`config.mk`:
```
export PLATFORM = sky130hd
export DESIGN_NAME = dmem_arbiter
export DESIGN_NICKNAME = d
export VERILOG_FILES = /design/src/rtl/dmem_arbiter.sv
export SDC_FILE = /design/constraint.sdc
export NUM_CORES = 1
export LEC_CHECK = 0
export ABC_AREA = 1
export CORE_MARGIN = 1.5
export CORE_UTILIZATION = 41
export CTS_CLUSTER_SIZE = 10
export DETAILED_ROUTE_END_ITERATION = 10
export GPL_ROUTABILITY_DRIVEN = 1
export PLACE_DENSITY_LB_ADDON = 0.25
export RECOVER_POWER = 25
export SETUP_SLACK_MARGIN = 0.02
export SLEW_MARGIN = 20
export SYNTH_ARGS = -nofsm -noshare
export SYNTH_HDL_FRONTEND = slang
export SYNTH_SLANG_ARGS = --single-unit
```
`constraint.sdc`:
```
create_clock -name Clock -period 1.7 [get_ports Clock]
set_input_delay 0.255 -clock Clock [delete_from_list [all_inputs] [get_ports Clock]]
set_output_delay 0.255 -clock Clock [all_outputs]
set_load 0.005 [all_outputs]
```
`src/rtl/dmem_arbiter.sv`:
```
// Two-requester arbiter (CPU control unit / loader) for the single-port 256 x 16 data memory.
// Round-robin grant with a bounded loader lock; read data is steered back to the issuing requester.
module dmem_arbiter #(
  parameter int unsigned ADDR_W   = 8,
  parameter int unsigned DATA_W   = 16,
  parameter int unsigned MAX_LOCK = 8
) (
  input  logic              Clock,
  input  logic              Reset,
  input  logic              cpu_req,
  input  logic              cpu_wr,
  input  logic [ADDR_W-1:0] cpu_addr,
  input  logic [DATA_W-1:0] cpu_wdata,
  output logic              cpu_gnt,
  output logic              cpu_rvalid,
  output logic [DATA_W-1:0] cpu_rdata,
  input  logic              ldr_req,
  input  logic              ldr_wr,
  input  logic [ADDR_W-1:0] ldr_addr,
  input  logic [DATA_W-1:0] ldr_wdata,
  input  logic              ldr_lock,
  output logic              ldr_gnt,
  output logic              ldr_rvalid,
  output logic [DATA_W-1:0] ldr_rdata,
  output logic [ADDR_W-1:0] mem_addr,
  output logic              mem_wr,
  output logic [DATA_W-1:0] mem_wdata,
  input  logic [DATA_W-1:0] mem_rdata
);

  localparam int unsigned CNT_W    = 8;
  localparam logic [CNT_W-1:0] LOCK_MAX = CNT_W'(MAX_LOCK);
  localparam logic        OWN_CPU  = 1'b0;
  localparam logic        OWN_LDR  = 1'b1;

  typedef enum logic {ARB, LOCKED} state_t;

  state_t             state_q, state_d;
  logic               last_q, last_d;
  logic [CNT_W-1:0]   lock_cnt_q, lock_cnt_d;
  logic [1:0]         rd_own_q, rd_own_d;     // {valid, owner}
  logic [ADDR_W-1:0]  addr_q, addr_d;
  logic [DATA_W-1:0]  wdata_q, wdata_d;
  logic [DATA_W-1:0]  cpu_rdata_q, ldr_rdata_q;
  logic               gnt_cpu, gnt_ldr;
  logic               wr_d;
  logic [CNT_W-1:0]   cnt_inc;

  assign cnt_inc = lock_cnt_q + CNT_W'(1);

  // Next-state and grant decision
  always_comb begin
    state_d    = state_q;
    last_d     = last_q;
    lock_cnt_d = lock_cnt_q;
    gnt_cpu    = 1'b0;
    gnt_ldr    = 1'b0;
    unique case (state_q)
      ARB: begin
        if (cpu_req && (!ldr_req || last_q == OWN_LDR)) begin
          gnt_cpu = 1'b1;
          last_d  = OWN_CPU;
        end else if (ldr_req) begin
          gnt_ldr = 1'b1;
          last_d  = OWN_LDR;
          // A limit of one lets the entry grant itself exhaust the lock.
          if (ldr_lock && LOCK_MAX > CNT_W'(1)) begin
            state_d    = LOCKED;
            lock_cnt_d = CNT_W'(1);
          end
        end
      end
      LOCKED: begin
        last_d = OWN_LDR;
        if (ldr_req) begin
          gnt_ldr    = 1'b1;
          lock_cnt_d = cnt_inc;
          if (!ldr_lock || cnt_inc == LOCK_MAX) state_d = ARB;
        end else begin
          state_d = ARB;
        end
      end
      default: state_d = ARB;
    endcase
    if (Reset) begin
      gnt_cpu = 1'b0;
      gnt_ldr = 1'b0;
    end
  end

  // Memory-side mux; address and write data hold when nothing is granted
  always_comb begin
    addr_d  = addr_q;
    wdata_d = wdata_q;
    wr_d    = 1'b0;
    if (gnt_cpu) begin
      addr_d  = cpu_addr;
      wdata_d = cpu_wdata;
      wr_d    = cpu_wr;
    end else if (gnt_ldr) begin
      addr_d  = ldr_addr;
      wdata_d = ldr_wdata;
      wr_d    = ldr_wr;
    end
    rd_own_d = {(gnt_cpu && !cpu_wr) || (gnt_ldr && !ldr_wr), gnt_ldr};
  end

  assign cpu_gnt   = gnt_cpu;
  assign ldr_gnt   = gnt_ldr;
  assign mem_wr    = wr_d;
  assign mem_addr  = Reset ? '0 : addr_d;
  assign mem_wdata = Reset ? '0 : wdata_d;

  // Read return steered by the owner recorded at grant time
  assign cpu_rvalid = !Reset && rd_own_q[1] && (rd_own_q[0] == OWN_CPU);
  assign ldr_rvalid = !Reset && rd_own_q[1] && (rd_own_q[0] == OWN_LDR);
  assign cpu_rdata  = Reset ? '0 : (cpu_rvalid ? mem_rdata : cpu_rdata_q);
  assign ldr_rdata  = Reset ? '0 : (ldr_rvalid ? mem_rdata : ldr_rdata_q);

  always_ff @(posedge Clock) begin
    if (Reset) begin
      state_q     <= ARB;
      last_q      <= OWN_LDR;
      lock_cnt_q  <= '0;
      rd_own_q    <= '0;
      addr_q      <= '0;
      wdata_q     <= '0;
      cpu_rdata_q <= '0;
      ldr_rdata_q <= '0;
    end else begin
      state_q     <= state_d;
      last_q      <= last_d;
      lock_cnt_q  <= lock_cnt_d;
      rd_own_q    <= rd_own_d;
      addr_q      <= addr_d;
      wdata_q     <= wdata_d;
      cpu_rdata_q <= cpu_rdata;
      ldr_rdata_q <= ldr_rdata;
    end
  end

endmodule
```
---- Word-level counts from Yosys, hierarchy flattened ----
Cells that the tools add are included.
storage, ports and cells
  register bits ........................... 68
  bits in latches ......................... 0
  bits in writable memories ............... 0
  bits in read-only memories .............. 0
  logic and storage cells ................. 65
  memories ................................ 0
cells by class
  add/subtract/negate cells ............... 1
  multiply operators ...................... 0
  divide/modulo/power cells ............... 0
  order comparisons ....................... 0
  eq/ne operators ......................... 6
  shifts and indexed selects .............. 0
  mux-type cells .......................... 33
  bitwise gates (word level) .............. 2
  reductions and logical operators ........ 15
operators by type and width
  cell                                                 number
  two-way mux 16 bit                                   7
  two-way mux 8 bit                                    7
  case mux 8 bit (2 select lines)                      1
  two-way mux 1 bit                                    15
  adder 8 x 1 -> 8 bit, second input constant          1
  equality test 8 x 4 -> 1 bit, second input constant  1
  inequality test 2 bit, second input constant         4
  logical AND 1 bit                                    6
  case mux 1 bit (2 select lines)                      3
  zero test 1 bit                                      5
  AND reduction 4 bit                                  1
  logical OR 1 bit                                     3
  inequality test 3 bit, second input constant         1
  inverter 1 bit                                       2

---- Longest topological paths before layout ----
Gate-level depths: netlist (run 1).
  depth in word-level cells ............... 9
  depth in mapped cells ................... 9
  depth with buffers taken out ............ 9

---- Least setup slack after synthesis (run 1) ----
OpenSTA, ideal clock, no wires.
  path type ............................... register to output
  start point ............................. reg last_q
  end point ............................... out mem_wdata[12]
  arrival ................................. 1.121 ns
  required time ........................... 1.445 ns
  setup slack ............................. 0.324 ns
  stages on the path, launching flop included .. 10
  path buffers ............................ 1
  path through ............................ dfxtp_1 -> inv_1 -> a21oi_4 -> nand2_4 -> nand2_8 -> inv_2 -> buf_6 -> nor2_1 -> nor2_1 -> nor2_1
between the ends
  cells in the longest elaborated chain, start to end .. 8
  elaborated cells between the ends (all ways) .. 11
ends and longest elaborated chain
  element                          line  source
  start, declared                  39    logic last_q, last_d;
  start signal, assigned           132   last_q <= last_d;
  logical OR 1 bit                 60    if (cpu_req && (!ldr_req || last_q == OWN_LDR)) begin
  logical AND 1 bit                60
  two-way mux 1 bit                60
  case mux 1 bit (2 select lines)  58    unique case (state_q)
  two-way mux 1 bit                85    if (Reset) begin
  named net ldr_gnt                22    output logic ldr_gnt,
  two-way mux 16 bit               100   end else if (gnt_ldr) begin
  two-way mux 16 bit               96    if (gnt_cpu) begin
  two-way mux 16 bit               --
  end, declared                    27    output logic [DATA_W-1:0] mem_wdata,
The timed path passes the listed nets, and every way through them passes these cells.

---- Final worst setup path (run 1) ----
  start point ............................. reg last_q
  end point ............................... out mem_wdata[9]
between the ends
  cells in the longest elaborated chain, start to end .. 8
  elaborated cells between the ends (all ways) .. 11
ends and longest elaborated chain
  element                          line
  logical OR 1 bit (*)             60
  logical AND 1 bit (*)            60
  two-way mux 1 bit                60
  case mux 1 bit (2 select lines)  58
  two-way mux 1 bit                85
  two-way mux 16 bit               100
  two-way mux 16 bit (*)           96
  two-way mux 16 bit (*)           --
Mark *: on every way between the ends. The rest lies on a longest branch, timed or not.

==> flow_summary.ini, run 1 <==
[clock_network]
cts-root-buf = clkbuf_8
cts_tree = built
cts_buffer_depth = 2
clk_pin_slew_worst_paths_ns = 0.08
cts_buffers = 9
htree_levels = 3
worstSkewPairLatency_ns = 0.36
cts.sinks = 68

[status]
status = finished with violations
violations = negative setup slack

[layout]
areaGrowthSynthToFinish_pct = 93.6
finalInstanceArea_um2 = 6230
drive_gt1_share_pct = 43.7
utilization_pct = 81.4
fin_nets = 762
layout_common_cells = nand2_1, clkdlybuf4s50_1, dfxtp_1, buf_2, inv_1
num_antenna_cells = 0

[routing]
antenna_left = 0
vias = 4242
firstDrtPassIters = 5
dr.first_iter.drc_count = 239
viasPerCell = 5.32
routedWlPerCell_um = 18.0
routed_wl_mm = 14.3
drc = 0

[setup_path]
crit_fanout = 5
worstPathRequired_ns = 1.44
crit_chain = inv_2 > a21oi_4 > nand3_4 > buf_12 > buf_6 > o21ai_2 > nor2_1 > nor2_1 > buf_2
crit_type = flop to output port
slowest_stage = dfxtp_2
max_stage_delay_ns = 0.33
cp_common_cell = nor2_1
path_buf_inv = 4
startpoint_type = flop
endpoint_kind = output port
arrival_ns = 1.83
cpLargestDelayFamily = buffers and inverters

[yosys]
syn_area_um2 = 3220
yosys_warnings = 0
synthCells = 474
seq_area_frac_synth_pct = 42.3
synth_nets = 546
syn_area_per_cell_um2 = 6.78
yosys-top-cells-area = dfxtp_1, o21ai_0, nand2_1
ys_ff_latch = 68
yosys.area.top_type = dfxtp_1
synth_cell_types = 28
synth_top_area_share_pct = 42.3

[timing]
maxSlewViolCount = 0
post-route-period-util_pct = 123
fin_ws_ns = -0.384
relSlewSlack_pct = 76.9
hold_viol = 0
hold_slack_ns = 0.491
finalSetupViolCount = 58
fmax_ghz = 0.480
rsz0062_at_grt = true
timing.final.crit_period_ns = 2.08
skew_ns = 0.0112
worst_pin_slew_ns = 0.343

[power_and_ir_drop]
p_total_mw = 3.99
p_per_area_nw_per_um2 = 640
leakage_nw = 2.98
worst_ir_drop_vdd_v = 0.000443

[global_route]
grt_use_total_pct = 28.4
antenna_found_initial = 0
grt_pass1_wl_mm = 18.7
grt_max_degree = 41
grt_pass1_vias = 3989
grt-ovfl-total = 0

[placed_design]
place_ws_ns = -0.811
placed_cell_area_um2 = 4730
dp_hpwl_mm = 6.03
portBuffers = 131
routabilityCongestion = 0.816

[floorplanning]
floorplan.initialDensity_pct = 42.0
ios = 132
dieWidth_um = 91.6
fp.dieH_um = 91.6
rows = 32
design.core.area_um2 = 7650
dieArea_um2 = 8380

[flow_run]
cap_viol_max_count = 0

[hold_path]
hold_class = flop to flop
==> power by group <==
part | total (mW) | internal (mW) | switching (mW)
combinational | 1.04 | 0.556 | 0.486
sequential | 1.70 | 1.67 | 0.0277
clock | 1.25 | 0.536 | 0.710
total | 3.99 | 2.76 | 1.22
==> path summary, 6_finish.rpt <==
check                 from             to  slack (ns)  cells past startpoint
max                 last_q   mem_wdata[9]       -0.38                      9
max reg2reg         last_q      addr_q[3]       -0.32                     13
min          lock_cnt_q[1]  lock_cnt_q[1]        0.49                      2
min reg2reg  lock_cnt_q[1]  lock_cnt_q[1]        0.49                      2
==> registers in the layout (all words and copies together), names as in the netlist <==
| register | flops |
|---|---|
| addr_q | 8 |
| lock_cnt_q | 8 |
| cpu_rdata_q | 16 |
| last_q | 1 |
| wdata_q | 16 |
| ldr_rdata_q | 16 |
| rd_own_q | 2 |
| state_q | 1 |
==> cells by family after synthesis <==
family	synth area share, %
and+or+nand+nor	25.9
xor gates and xnor gates	0.272
DFF	42.3
AOI/OAI and AO/OA	19.2
adders and majority gates	0.389
buffers and inverters	11.9
==> layout make-up <==
cell class	count	area, um2
timing repair buffer	231	2330
multi-input combinational	318	1990
fill	446	1420
sequential	68	1370
inverter	62	240
tap	102	128
clock buffer	9	124
clock inverter	7	51.3
==> through the flow <==
step | TNS (ns) | std cells
floorplan | 0 | 474
finish | -10.97 | 797
global route | -14.76 | 797
global placement | -38.68 | 701
detailed placement | -40.78 | 701
CTS | -12.64 | 779
==> repair_timing <==
action	CTS	global route
cloned	11	5
gates resized for setup	394	130
hold buffers	0	0
setup buffers	52	23
pin swaps	27	30
endpoints found under the setup margin	61	63
==> Yosys cell counts, drive strengths merged <==
library cell / n
ha: 1
or2: 5
nor2: 70
o21ai: 106
inv: 62
dfxtp: 68
buf: 16
nand3b: 1
o22ai: 1
o211ai: 1
nand2: 100
o21bai: 1
a22o: 1
a21oi: 9
clkbuf: 10
xor2: 1
nand3: 21
==> worst reg2reg max path: stages (launching register included) <==
cell     delay (ns)
dfxtp_2        0.33
inv_2          0.04
a21oi_4        0.19
nand2_4        0.10
buf_6          0.16
buf_12         0.14
o21ai_1        0.17
nor2_2         0.08
buf_4          0.13
buf_4          0.12
buf_4          0.12
buf_4          0.12
buf_4          0.12
buf_4          0.12
==> routing by layer <==
layer	track usage, %	vias to the layer above	share of wire (%)
met5	0	-	0
met4	12.8	0	5.1
met3	5.61	63	6.7
met2	53.6	236	52
met1	30.1	2005	36
li1	-	1938	-
No activity file was read; power rests on OpenSTA's default activity.
==> run 2, diff against run 1 <==
==> constraint.sdc (replaced) <==
create_clock -name Clock -period 1.7 [get_ports Clock]
set_input_delay 0.34 -clock Clock [delete_from_list [all_inputs] [get_ports Clock]]
set_output_delay 0.34 -clock Clock [all_outputs]
set_load 0.005 [all_outputs]
==> run 2 against run 1 <==
Effect of this change:
- the run still ends with negative setup slack left
- worst setup slack worse by 0.13 ns
- global-route usage is 0.19 points lower
- critical path depth is 2 higher
- wire length down 7.0%
- sequential share of layout area increased by 0.21 points
- clock power grew 37%
- register-to-register slack better by 0.03 ns
- cell count is 0.13% higher
- die area unchanged
==> flow_summary.ini, run 2 (same netlist as run 1, synthesis figures left out) <==
[timing]
fin_ws_ns = -0.517
timing.final.crit_period_ns = 2.22
skew_ns = 0.00715
tns_ns = -15.99
maxSlewViolCount = 0
hold_viol = 0
fmax_ghz = 0.451
relSlewSlack_pct = 75.9
rsz0062_at_grt = true
finalSetupViolCount = 61
worst_pin_slew_ns = 0.360
post-route-period-util_pct = 130
hold_slack_ns = 0.478

[floorplanning]
ios = 132
dieArea_um2 = 8380
fp.dieH_um = 91.6
design.core.area_um2 = 7650
floorplan.initialDensity_pct = 42.0
rows = 32
dieWidth_um = 91.6

[power_and_ir_drop]
power.share.clock_pct = 39.1
power.switching_fraction_pct = 26.6
leakage_nw = 2.96
seq_power_share_pct = 38.8
worst_ir_drop_vdd_v = 0.000475
internal_power_mw = 3.21
p_per_area_nw_per_um2 = 708
combPwrFrac_pct = 22.1
switchingPower_mw = 1.16

[clock_network]
cts.sinks = 68
cts-root-buf = clkbuf_8
cts_buffers = 9
htree_levels = 3
cts_buffer_depth = 2
cts_tree = built
cts_hold_buf = 0
clk_pin_slew_worst_paths_ns = 0.08
worstSkewPairLatency_ns = 0.35

[setup_path]
arrival_ns = 1.88
rrSetupSlack_ns = -0.29
r2r_start = last_q
rr_endpoint = addr_q[4]
startpoint_type = flop
crit_type = flop to output port
worstPathRequired_ns = 1.36
reg2reg_depth = 14
endpoint_kind = output port
crit_fanout = 6

[routing]
vias = 4140
routed_wl_mm = 13.3
drc = 0
antenna_left = 0
dr.first_iter.drc_count = 164
routedWlPerCell_um = 16.7
viasPerCell = 5.19
firstDrtPassIters = 5

[placed_design]
routabilityCongestion = 0.817
dp_hpwl_mm = 5.92
dp_cells = 703
portBuffers = 131

[status]
violations = negative setup slack
status = finished with violations

[layout]
reg_top3 = cpu_rdata_q x16, ldr_rdata_q x16, wdata_q x16
layout_common_cells = nand2_1, clkdlybuf4s50_1, dfxtp_1, o21ai_0, buf_2
num_antenna_cells = 0
layout_commonest_cell = nand2_1
fin_nets = 763
drive_gt1_share_pct = 40.9
stdcell_count = 798
areaGrowthSynthToFinish_pct = 91.9

[hold_path]
holdPathStages = 4
min_to = lock_cnt_q[1]
hold_start = Reset
hold_class = input pin to flop

[global_route]
grt_pass1_wl_mm = 18.5
grt_use_total_pct = 28.2
grt_max_degree = 41
antenna_found_initial = 0
grt-ovfl-total = 0
grt_pass1_vias = 3954

[flow_run]
cap_viol_max_count = 0
-- run 2: cell count changes in the layout (fill, tap and decap cells not counted), moves of 4 or more --
cell,previous run,this run
o21ai_2,49,34
nor2_2,18,13
o21ai_0,40,60
buf_4,39,45
nor2_1,40,44
buf_6,35,27
buf_16,7,3
o21ai_1,15,11
buf_12,11,15
-- run 2: worst max-delay path, stage by stage, from the launching register on --
cell and delay [ns]:
dfxtp_2 0.33, inv_2 0.04, a21oi_4 0.19, buf_6 0.15, nand2_8 0.06, nand2_8 0.10, inv_8 0.05, buf_12 0.13
nor2_2 0.07, nor2_1 0.05, nor2_1 0.19, buf_2 0.16
-- run 2: per-layer routing --
layer  global-route usage, %  wire length, um
met1                    30.0             4680
met2                    51.1             6970
met4                    13.4              629
met5                       0                0
met3                    7.71             1040
-- run 2: worst max path at each step --
| stage | start | endpoint | depth (start not counted) |
|---|---|---|---|
| 6_report | last_q | mem_wdata[1] | 11 |
| 5_1_grt | last_q | mem_wdata[2] | 11 |
| 4_1_cts | last_q | mem_wdata[9] | 11 |
| 3_5_place_dp | ldr_req | mem_wdata[9] | 10 |
| 3_3_place_gp | ldr_req | mem_wdata[9] | 9 |
| 2_1_floorplan | Reset | mem_addr[3] | 6 |
-- run 2: power by group through the flow --
stage | combinational, mW | sequential, mW | clock (mW)
final | 0.966 | 1.70 | 1.71
after global routing | 1.03 | 1.70 | 1.80
after CTS | 0.869 | 1.69 | 1.68
after detailed placement | 0.688 | 1.73 | 0
after global placement | 0.681 | 1.72 | 0
after floorplan | 0.286 | 1.72 | 0
-- run 2: what timing repair did --
item / 4_1_cts / 5_1_grt
cloned: 11 / 3
endpoints found under the setup margin: 69 / 64
setup buffers: 47 / 26
pin swaps: 27 / 31
gates resized for setup: 371 / 103
-- run 2: cell type report --
class / count / area (um2)
clock buffers: 10 / 138
clock inverters: 6 / 111
fillers: 445 / 1480
inverters: 62 / 243
multi-input cells: 318 / 1910
flip-flops and latches: 68 / 1370
well taps: 102 / 128
repair buffers: 232 / 2270
-- run 2: metrics by stage --
stage / power (mW) / instance area, um2 / utilization [%] / setup WS [ns]
finish: 4.37 / 6170 / 80.7 / -0.517
global route: 4.53 / 6170 / 80.7 / -0.612
CTS: 4.24 / 5810 / 75.9 / -0.459
detailed placement: 2.41 / 4740 / 62.0 / -0.953
global placement: 2.41 / 4740 / 62.0 / -0.940
floorplan: 2.01 / 3220 / - / 0.180
==> run 3, diff against run 2 <==
--- a/config.mk
+++ b/config.mk
@@ -8,7 +8,7 @@
 export ABC_AREA = 1
 export CORE_MARGIN = 1.5
 export CORE_UTILIZATION = 41
-export CTS_CLUSTER_SIZE = 10
+export CTS_CLUSTER_SIZE = 24
 export DETAILED_ROUTE_END_ITERATION = 10
 export GPL_ROUTABILITY_DRIVEN = 1
 export PLACE_DENSITY_LB_ADDON = 0.25
==> results of run 3 <==
The final DEF is identical to that of run 2; final timing and power are the same.
==> edit 1: new RTL, settings of run 1 <==
Set the parameter `DATA_W` to 24 (it was 16).
--- a/src/rtl/dmem_arbiter.sv
+++ b/src/rtl/dmem_arbiter.sv
@@ -4,3 +4,3 @@
   parameter int unsigned ADDR_W   = 8,
-  parameter int unsigned DATA_W   = 16,
+  parameter int unsigned DATA_W   = 24,
   parameter int unsigned MAX_LOCK = 8
Ports: changed (6 resized); port bits go from 132 to 180. No check against the original RTL was run, so the function may have changed too.
==> edit 1 against run 1 <==
  * Routed wire length is 63% higher
  * Largest power group unchanged
  * Highest routed layer unchanged
  * Critical path type unchanged
  * Final cell count is 30% higher
  * The flow still finishes with violations (negative setup slack)
  * Design area is 38% higher
  * Area after synthesis is 26% higher
  * Worst setup slack better by 0.030 ns
  * Power is 38% higher
  * Sequential cell count is 24 higher
  * Via count is 43% higher
  * Critical path depth is 2 higher
==> edit 1: results <==
[detailed_routing]
firstDrtPassIters = 5
drt_iter0_markers = 675
wl_per_cell_um = 22.5
route.vias.total = 6056
vias_per_cell = 5.84

[hold_path]
hold_path_class = "in2reg"
hold_path_end = "lock_cnt_q[3]"
hp-start = "Reset"
min_path_cells = 3

[pwr]
p_switching_mw = 1.68
p_leak_nw = 4.29
ir_drop_mv = 0.452

[global_routing]
grtUsageMet3 = 0.0759
antenna_found_initial = 1
grt_max_degree = 41
grt_pass1_vias = 5723
grt_usage = 0.361
use_met1 = 0.387
grt_pass1_wl_um = 28800
use_met2 = 0.647

[status]
violations = "negative setup slack"
status = "finished with violations"

[critical_path]
endpoint = "mem_wdata[3]"
rr_worst_depth = 8
r2r_slack_ns = -0.25
worst-endpoint-arrival_ns = 1.80
crit_path_max_incr_delay_ns = 0.35
startpoint = "last_q"
worstReg2RegStart = "lock_cnt_q[0]"
cp_max_fo = 6
r2r_end = "state_q"

[yosys]
synthTopCellsByCount = "nand2_1 (205), o21ai_0 (123), dfxtp_1 (92), inv_1 (43), nand3_1 (25)"
async_flop_share = 0
syn_nets = 677
yosysUniqueCellTypes = 29
synth_area_leaders = "dfxtp_1 (45%), nand2_1 (19%), o21ai_0 (15%), inv_1 (4.0%), nand3_1 (3.1%)"
ys.flop_type = "dfxtp_1"
ys_seq_area_frac = 0.454
syn_area_per_cell_um2 = 6.99

[placement]
place_area_mm2 = 0.00618
gp_congestion = 0.900
dp_slack_ns = -0.723
io_buffer_count = 179
dp_hpwl_um = 8640
placed_cells_incl_taps = 896

[timing]
worst_hold_slack_ns = 0.460
tns_ns = -18.17
fin_ws_ns = -0.354
tightest_slew_ns = 0.374
setup_viol = 89
skew_ns = 0.0127

[layout]
fillers = 420
nets = 994
drive_above_1_share = 0.517
top_regs = "cpu_rdata_q (24), ldr_rdata_q (24), wdata_q (24)"

[clocking]
cts.clk_slew.worst_paths_ns = 0.11
clockBufferDepth = 2
edit 1: changes by cell type after synthesis, sizes merged, moves of 2 or more:
| cell | delta |
|---|---|
| nand2 | +108 |
| nor2 | -59 |
| dfxtp | +24 |
| o21ai | +21 |
| inv | -17 |
| a31oi | +16 |
| buf | +8 |
| nand3 | +5 |
| or2 | -5 |
| clkbuf | +2 |
| nand4 | +2 |
edit 1: what timing repair did:
item | CTS | global route
setup endpoints to repair | 85 | 91
gates resized for setup | 638 | 157
buffers inserted | 91 | 37
gates cloned | 18 | 3
pin swaps | 45 | 29
edit 1: cells by family after synthesis:
group                    count (synthesis)  synth area share
adder cells (fa/ha/maj)                  1           0.00308
buffers and inverters                   82            0.0894
flip-flops                              92             0.454
AO/OA/AOI/OAI                          158             0.204
AND/OR/NAND/NOR                        248             0.249
edit 1: final cells by class:
cell class | instances | area (µm²) | share of cell area
antenna | 1 | 2.50 | 0.000291
inverter | 46 | 188 | 0.0218
sequential | 92 | 1850 | 0.215
tap | 133 | 166 | 0.0193
multi-input combinational | 407 | 2800 | 0.325
clock inverter | 6 | 70.1 | 0.00814
timing repair buffer | 342 | 3390 | 0.394
clock buffer | 10 | 138 | 0.0160
edit 1: worst max-delay path, delay by kind of cell (launching register included):
kind,cells,cell delay [ns]
buffers and inverters,5,0.50
AND/OR/NAND/NOR,6,0.58
flip-flops,1,0.35
edit 1: power by group through the flow:
stage               Sequential, mW  Clock [mW]  Combinational, mW
CTS                           2.30        1.56               1.31
floorplan                     2.34           0              0.338
global placement              2.34           0              0.893
global route                  2.33        1.72               1.61
detailed placement            2.34           0              0.908
finish                        2.32        1.64               1.53
edit 1: routing by layer:
layer / up-vias / part of all wire
li1: 2543 / -
met1: 2839 / 0.34
met2: 487 / 0.49
met3: 187 / 0.084
met4: 0 / 0.084
met5: - / 0
==> edit 2: new RTL, settings of run 1 <==
Made on the original files. Take the reset off `addr_q`, `wdata_q`, `cpu_rdata_q` and `ldr_rdata_q` and load them in a clocked block of their own.
--- a/src/rtl/dmem_arbiter.sv
+++ b/src/rtl/dmem_arbiter.sv
@@ -125,6 +125,2 @@
       rd_own_q    <= '0;
-      addr_q      <= '0;
-      wdata_q     <= '0;
-      cpu_rdata_q <= '0;
-      ldr_rdata_q <= '0;
     end else begin
@@ -134,6 +130,2 @@
       rd_own_q    <= rd_own_d;
-      addr_q      <= addr_d;
-      wdata_q     <= wdata_d;
-      cpu_rdata_q <= cpu_rdata;
-      ldr_rdata_q <= ldr_rdata;
     end
@@ -141,2 +133,9 @@
 
+  always_ff @(posedge Clock) begin
+    addr_q      <= addr_d;
+    wdata_q     <= wdata_d;
+    cpu_rdata_q <= cpu_rdata;
+    ldr_rdata_q <= ldr_rdata;
+  end
+
 endmodule
Function: differs if Reset is asserted again (counterexample within 4 cycles, from zero or initial values and one cycle with Reset high); with Reset held inactive, the same outputs for 10 cycles.
==> edit 2 against run 1 <==
  * The run now fails in global routing (5_1_grt)
  * Area after synthesis decreased by 4.8%
==> edit 2: results <==
[yosys]
synth_compound_area_frac = 0.0805
synth_mux_area_frac = 0
syn_nets = 535
synth_area_leaders = "dfxtp_1 (44%), nand2_1 (20%), nor2_1 (7.2%), inv_1 (7.1%), nand3_1 (5.1%)"
ys_seq_area_frac = 0.445
ys_ff_latch = 68
synth_xor_area_frac = 0.00286
ys_warn_count = 0
yosysUniqueCellTypes = 26
synthTopCellsByCount = "nand2_1 (166), dfxtp_1 (68), nor2_1 (59), inv_1 (58), nand3_1 (31)"
async_flop_share = 0
ys.flop_type = "dfxtp_1"
synth_edf_count = 0
synthAdderAreaFrac = 0.00409

[placement]
gp_congestion = 0.789
io_buffer_count = 131
dp_hpwl_um = 6230

[clocking]
cts_buffers = 9
cts_htree_levels = 3
clockBufferDepth = 2
clockRootBuffer = "clkbuf_8"

[status]
status = "aborted with a tool error"
stop_stage = "global routing (5_1_grt)"
error = "[ERROR GRT-0232] Routing congestion too high. Check the congestion heatmap in the GUI."

[timing]
grt-worst-endpoint = "mem_wdata[5]"
endpoint_type = "top-level output"

[global_routing]
grt_max_degree = 20
grt_overflow = 1
grt_usage = 0.607
## edit 2: what timing repair did
item,in CTS
setup buffers,102
pin swaps,46
endpoints found under the setup margin,61
hold endpoints to repair,0
resized for setup,403
gates cloned,14
## edit 2: per-stage QoR
stage	worst slack, ns	cell area [µm²]	hold WS, ns	instances	TNS (ns)
4_1_cts	-0.382	6390	0.386	857	-14.52
2_1_floorplan	0.324	3060	0.361	463	0
3_3_place_gp	-0.643	4850	0.462	726	-34.81
3_5_place_dp	-0.675	4850	0.478	726	-36.55
## edit 2: metal layers
metal  track usage  overflow
met4         0.611         1
met2         0.837         0
met5        0.0325         0
met3         0.423         0
met1         0.578         0
## edit 2: kinds of logic after synthesis
family                   after synthesis
AND/OR/NAND/NOR                      262
AO/OA/AOI/OAI                         47
buffers and inverters                 84
XOR/XNOR                               1
adder cells (fa/ha/maj)                1
flip-flops                            68
